## config.mk

```make
export PLATFORM = sky130hd
export DESIGN_NAME = mul_hilo_unit
export DESIGN_NICKNAME = d
export VERILOG_FILES = /design/src/rtl/mul_hilo_unit.sv
export SDC_FILE = /design/constraint.sdc
export NUM_CORES = 1
export LEC_CHECK = 0
export CAP_MARGIN = 0
export CORE_ASPECT_RATIO = 0.6
export CORE_UTILIZATION = 50
export CTS_BUF_LIST = sky130_fd_sc_hd__clkbuf_8
export CTS_CLUSTER_SIZE = 8
export DETAILED_ROUTE_END_ITERATION = 12
export HOLD_SLACK_MARGIN = 0.15
export PLACE_DENSITY = 0.71
export SYNTH_ARGS = -nofsm -noshare
export SYNTH_HDL_FRONTEND = slang
export SYNTH_SLANG_ARGS = --single-unit
```

## constraint.sdc

```tcl
create_clock -name clk -period 8.56 [get_ports clk]
set_input_delay 0.856 -clock clk [delete_from_list [all_inputs] [get_ports clk]]
set_output_delay 0.856 -clock clk [all_outputs]
set_load 0.05 [all_outputs]
```

## src/rtl/mul_hilo_unit.sv

```systemverilog
// rtl/mul_hilo_unit.sv - EX-stage iterative multiplier with HI/LO registers
// Build option: define MUL_RADIX4_EN to retire two multiplier bits per BUSY cycle.
module mul_hilo_unit #(
   parameter int WIDTH = 32
) (
   input  logic             clk,
   input  logic             rst,
   input  logic             ex_en_i,
   input  logic             flush_i,
   input  logic             sign_i,
   input  logic             we_i,
   input  logic             en_c_i,
   input  logic             add_sub_i,
   input  logic [1:0]       hilo_i,
   input  logic             mul_i,
   input  logic [WIDTH-1:0] rs_data_i,
   input  logic [WIDTH-1:0] rt_data_i,
   output logic             stall_o,
   output logic [WIDTH-1:0] hilo_rdata_o,
   output logic [WIDTH-1:0] mul_result_o,
   output logic             result_valid_o,
   output logic [WIDTH-1:0] hi_o,
   output logic [WIDTH-1:0] lo_o
);

   localparam int CW = $clog2(WIDTH);
`ifdef MUL_RADIX4_EN
   localparam logic [CW-1:0] STEP = CW'(2);
   localparam logic [CW-1:0] LAST = CW'(WIDTH - 2);
`else
   localparam logic [CW-1:0] STEP = CW'(1);
   localparam logic [CW-1:0] LAST = CW'(WIDTH - 1);
`endif

   typedef enum logic [1:0] {IDLE, BUSY, FIN} state_t;

   state_t             state, state_n;
   logic [WIDTH-1:0]   a_q, b_q;
   logic               neg_q, en_c_q, add_sub_q;
   logic [2*WIDTH-1:0] acc;
   logic [CW-1:0]      count;

   logic               is_mult, is_mt, start, mt_wr;
   logic [WIDTH-1:0]   abs_a, abs_b;
   logic [2*WIDTH-1:0] a_ext, addend, prod, hilo_cur, hilo_new;

   // mul only selects the GPR destination upstream; the datapath treats it like mult
   logic unused_mul;
   assign unused_mul = mul_i;

   assign is_mult = we_i & (hilo_i == 2'b11);
   assign is_mt   = we_i & ((hilo_i == 2'b10) | (hilo_i == 2'b01));
   assign start   = (state == IDLE) & ex_en_i & is_mult & ~flush_i;
   assign mt_wr   = (state == IDLE) & ex_en_i & is_mt & ~flush_i;

   // magnitude of the operands; the most negative value maps onto itself as unsigned
   assign abs_a = (sign_i & rs_data_i[WIDTH-1]) ? (WIDTH'(0) - rs_data_i) : rs_data_i;
   assign abs_b = (sign_i & rt_data_i[WIDTH-1]) ? (WIDTH'(0) - rt_data_i) : rt_data_i;

   assign a_ext = {{WIDTH{1'b0}}, a_q};

   // partial product for the multiplier bit(s) selected by count
`ifdef MUL_RADIX4_EN
   logic [1:0] bits;
   logic [2*WIDTH-1:0] pp;
   always_comb begin
      bits = b_q[count +: 2];
      case (bits)
         2'b00:   pp = '0;
         2'b01:   pp = a_ext;
         2'b10:   pp = a_ext << 1;
         default: pp = a_ext + (a_ext << 1);
      endcase
      addend = pp << count;
   end
`else
   always_comb begin
      addend = b_q[count] ? (a_ext << count) : '0;
   end
`endif

   assign prod     = neg_q ? ((2*WIDTH)'(0) - acc) : acc;
   assign hilo_cur = {hi_o, lo_o};
   assign hilo_new = en_c_q ? (add_sub_q ? (hilo_cur - prod) : (hilo_cur + prod)) : prod;

   assign hilo_rdata_o = (hilo_i == 2'b10) ? hi_o :
                         (hilo_i == 2'b01) ? lo_o : '0;

   // state register
   always_ff @(posedge clk or posedge rst) begin
      if (rst) state <= IDLE;
      else     state <= state_n;
   end

   // next state, stall and completion pulse; a flush drops stall in the same cycle
   always_comb begin
      state_n        = state;
      stall_o        = 1'b0;
      result_valid_o = 1'b0;
      case (state)
         IDLE: begin
            if (start) begin
               stall_o = 1'b1;
               state_n = BUSY;
            end
         end
         BUSY: begin
            if (flush_i) begin
               state_n = IDLE;
            end else begin
               stall_o = 1'b1;
               if (count == LAST) state_n = FIN;
            end
         end
         FIN: begin
            state_n        = IDLE;
            result_valid_o = ~flush_i;
         end
         default: state_n = IDLE;
      endcase
   end

   // operand latch, shift-add accumulation and HI/LO/result commit
   always_ff @(posedge clk or posedge rst) begin
      if (rst) begin
         a_q          <= '0;
         b_q          <= '0;
         neg_q        <= 1'b0;
         en_c_q       <= 1'b0;
         add_sub_q    <= 1'b0;
         acc          <= '0;
         count        <= '0;
         hi_o         <= '0;
         lo_o         <= '0;
         mul_result_o <= '0;
      end else begin
         if (start) begin
            a_q       <= abs_a;
            b_q       <= abs_b;
            neg_q     <= sign_i & (rs_data_i[WIDTH-1] ^ rt_data_i[WIDTH-1]);
            en_c_q    <= en_c_i;
            add_sub_q <= add_sub_i;
            acc       <= '0;
            count     <= '0;
         end
         if (mt_wr) begin
            if (hilo_i == 2'b10) hi_o <= rs_data_i;
            else                 lo_o <= rs_data_i;
         end
         if ((state == BUSY) && !flush_i) begin
            acc   <= acc + addend;
            count <= count + STEP;
         end
         if (result_valid_o) begin
            hi_o         <= hilo_new[2*WIDTH-1:WIDTH];
            lo_o         <= hilo_new[WIDTH-1:0];
            mul_result_o <= prod[WIDTH-1:0];
         end
      end
   end

endmodule

```

==> results of run 1 <==
## final cells by class
class,count,area (sq um)
Clock buffer,55,757
Clock inverter,20,234
Fill cell,4240,19400
Inverter,72,278
Multi-Input combinational cell,2485,16900
Sequential cell,234,5860
Tap cell,630,788
Timing Repair Buffer,241,2330
## worst max-delay path by stage
stage / cells past startpoint / slack [ps] / startpoint / endpoint
after floorplan: 1 / 1290 / rst / a_q[0]
after global placement: 24 / 910 / acc[0] / hi_o[25]
after detailed placement: 24 / 800 / acc[0] / hi_o[25]
after CTS: 24 / 750 / acc[0] / hi_o[25]
after global routing: 27 / 120 / acc[0] / hi_o[31]
final: 27 / 540 / acc[0] / hi_o[31]
## through the flow
| step | instance area (sq um) | setup slack (ps) |
|---|---|---|
| 6_report | 27100 | 535 |
| 2_1_floorplan | 23700 | 1290 |
| 4_1_cts | 27100 | 753 |
| 3_3_place_gp | 26100 | 908 |
| 5_1_grt | 27100 | 118 |
| 3_5_place_dp | 26100 | 803 |
## layer usage
| metal | part of all wire, % | up-vias | global-route usage [%] |
|---|---|---|---|
| li1 | - | 11000 | - |
| met1 | 45 | 11900 | 58.1 |
| met2 | 41 | 1393 | 54.3 |
| met3 | 12 | 148 | 9.89 |
| met4 | 2.1 | 0 | 7.78 |
| met5 | 0 | - | 0 |
## state kept, by name (all words and copies together) (netlist names)
register      cells
b_q              32
mul_result_o     32
hi_o             32
state             2
neg_q             1
add_sub_q         1
en_c_q            1
a_q              32
count             5
lo_o             32
acc              64
## layout by cell type (no fill, tap or decap), types with 33 or more instances in the layout
master	instances
inv_1	78
o21ai_0	289
mux2i_1	84
a31oi_1	52
a22o_1	35
ha_1	135
nand3_1	53
a21o_1	73
mux4_2	33
nor3_1	38
clkbuf_8	55
buf_4	37
clkdlybuf4s50_1	203
a211oi_1	48
xnor2_1	143
dfrtp_1	228
a21oi_1	239
xor2_1	160
nand2_1	371
nor2_1	248
## power breakdown
group          switching, W  internal, W
clock              0.000566     0.000730
combinational       0.00479      0.00276
sequential         0.000440      0.00129
## worst max-delay path: cells and delay by family, from the launching register on
kind,cells,cell delay (ps)
compound gates,10,2350
buf+inv,1,170
simple gates,11,3320
xor+xnor,2,830
flops,1,520
mux,1,90
fa+ha+maj,2,680
## kinds of logic after synthesis
logic type               Yosys count  share of synthesized area, %
AO/OA/AOI/OAI                    952                          25.3
AND/OR/NAND/NOR                  948                          19.1
XOR/XNOR                         305                          11.4
buffers and inverters            251                          4.18
flip-flops                       234                          24.7
multiplexers                     143                          7.93
adder cells (fa/ha/maj)          137                          7.31
==> results.txt, run 1 <==
----------------------------------------------------
[Pwr]
  Power, Total ... 0.0106 W
  P per Cell Area ... 391 nW/um^2
  Pleak ... 11.4 nW
  Largest vdd supply drop ... 0.000392 V

[Routing]
  DRT Pass-1 Iters ... 6
  DR WL/cell ... 25.2 um
  DR vias/cell ... 6.54
  Overall via count from detail_route ... approximately 24000
  Number of nets with antenna violations after detailed routing ... 0
  Remaining design rule violation count ... 0
  Drt total wl ... around 94000 um
  First-iteration detailed-routing DRC count ... 2759

[Global route]
  Vias in the first global route ... roughly 22000
  Wire length of the first global-routing pass ... between 100000 and 150000 um
  Largest net degree at the start of global routing ... 153
  Number of antenna violations at the first check in global routing ... 2
  Total global-route track usage ... 38.4%
  Overflow after GRT ... 0

[Clock tree]
  TritonCTS clock tree ... yes
  CTS max path bufs ... 3
  Clk pin slew, worst setup/hold paths ... 70 ps
  Number of post-CTS setup repair buffers ... 0
  Number of sinks driven by the clock tree ... 234
  Number of levels in the clock H-tree ... 2
  Clock latency reported for the late side of the worst-skew pair ... just over 600 ps
  Root buf cell ... clkbuf_8
  PostCTS Resize Cnt ... 0
  Num CTS Buffers ... 42
  Hold bufs inserted after CTS ... 0

[Timing]
  Final setup viols ... 0
  Count of final hold-check violations ... 0
  Final worst clock skew ... 35.8 ps
  Final number of max-transition violations ... 0
  Final sum of negative setup slack ... 0 ps
  Worst max-slew margin expressed relative to the limit ... between 10 and 15%
  Max frequency ... approximately 120 MHz
  Transition at the pin with the smallest max-transition slack ... between 1000 and 1500 ps
  Unrepaired setup endpoints after global routing ... false
  Post-Route Hold Slack ... 478 ps
  Post-route clock period utilization ... 93.7%
  Minimum period implied by the final worst setup slack ... about 8000 ps

[Logic synthesis]
  Syn_nets ... 3182
  Cells after Synth ... 2970
  Synth cell types ... 93
  Fraction of post-synthesis cell area in the top cell type by area ... between 20% and 30%
  Most used standard cells in the synthesized netlist ... 373 x nand2_1, 289 x o21ai_0, 248 x nor2_1
  Dominant cell by count in the synthesized netlist ... nand2_1
  Cell type with the largest total area after synthesis ... dfrtp_1
  Post-Syn Area ... 23700 sq um
  Flip-flop and latch count after synthesis ... ~230
  Share of synthesized flip-flops with an asynchronous set or reset ... 100%
  Synth Flop Type ... dfrtp_1
  EDFF count, synth ... 0
  Average size of a mapped cell ... roughly 8.0 sq um
  Biggest area contributors in the synthesized netlist ... dfrtp_1 25%, ha_1 7.1%, o21ai_0 6.1%
  Sequential fraction of the synthesis area ... 24.7%
  Yosys warning count ... 0

[Worst hold path]
  Beginning of the worst hold path ... b_q[5]
  Worst Hold Path EP ... b_q[5]
  Instance count along the most critical hold path ... 2
  Worst hold path class ... reg2reg

[Die]
  Area of the die ... ~48000 sq um
  Standard-cell row count ... 61
  Die width ... 283 um
  Core Region ... 46500 sq um
  Starting utilization of the core area ... 50.9%
  Total I/O pin count ... between 200 and 250
  Die height ... about 170 um

[Job]
  Total of max-cap violations ... 0

[Placement]
  Final estimated routing congestion in global placement ... 1.02
  Port Buffers ... 203
  Half-perimeter wire length after detailed placement ... 73200 um
  Instance count after placement with tap cells included ... 3662

[Setup path]
  Cell with the most instances on the worst path ... a21oi_1
  Slowest library cell on the worst path ... or4b_1
  Sort of element at the end of the critical path ... flip-flop
  Critical path's largest stage delay ... 660 ps
  WP data required ... roughly 9100 ps
  Crit Reg-Reg Startpoint ... acc[0]
  Arrival @ worst endpoint ... 8560 ps
  Worst Path Class, Setup ... reg2reg
  Type of origin of the critical path ... flip-flop
  Max FO, Critical Path ... 9
  Worst-case register-to-register setup slack ... 540 ps
  Critical register-to-register path endpoint ... hi_o[31]
  Worst reg2reg path depth ... 27

[Cells and area]
  Final Non-Filler Cells ... ~3700
  Area growth syn-to-layout ... 14.5%
  Antenna diode count ... 0
  Net count of the finished layout ... 3288
  Utilization after layout ... 58.3%
  Proportion of layout cells with a drive suffix above 1 ... between 7 and 8%

[Status]
  Outcome ... finished, final reports clean

----------------------------------------------------
Power figures use the tool's default switching activity.
==> run 2, diff against run 1 <==
--- a/config.mk
+++ b/config.mk
@@ -13,6 +13,7 @@
 export DETAILED_ROUTE_END_ITERATION = 12
 export HOLD_SLACK_MARGIN = 0.15
 export PLACE_DENSITY = 0.71
+export SKIP_CTS_REPAIR_TIMING = 1
 export SYNTH_ARGS = -nofsm -noshare
 export SYNTH_HDL_FRONTEND = slang
 export SYNTH_SLANG_ARGS = --single-unit
==> results of run 2 <==
No change in the layout: final DEF, timing and power equal those of run 1.
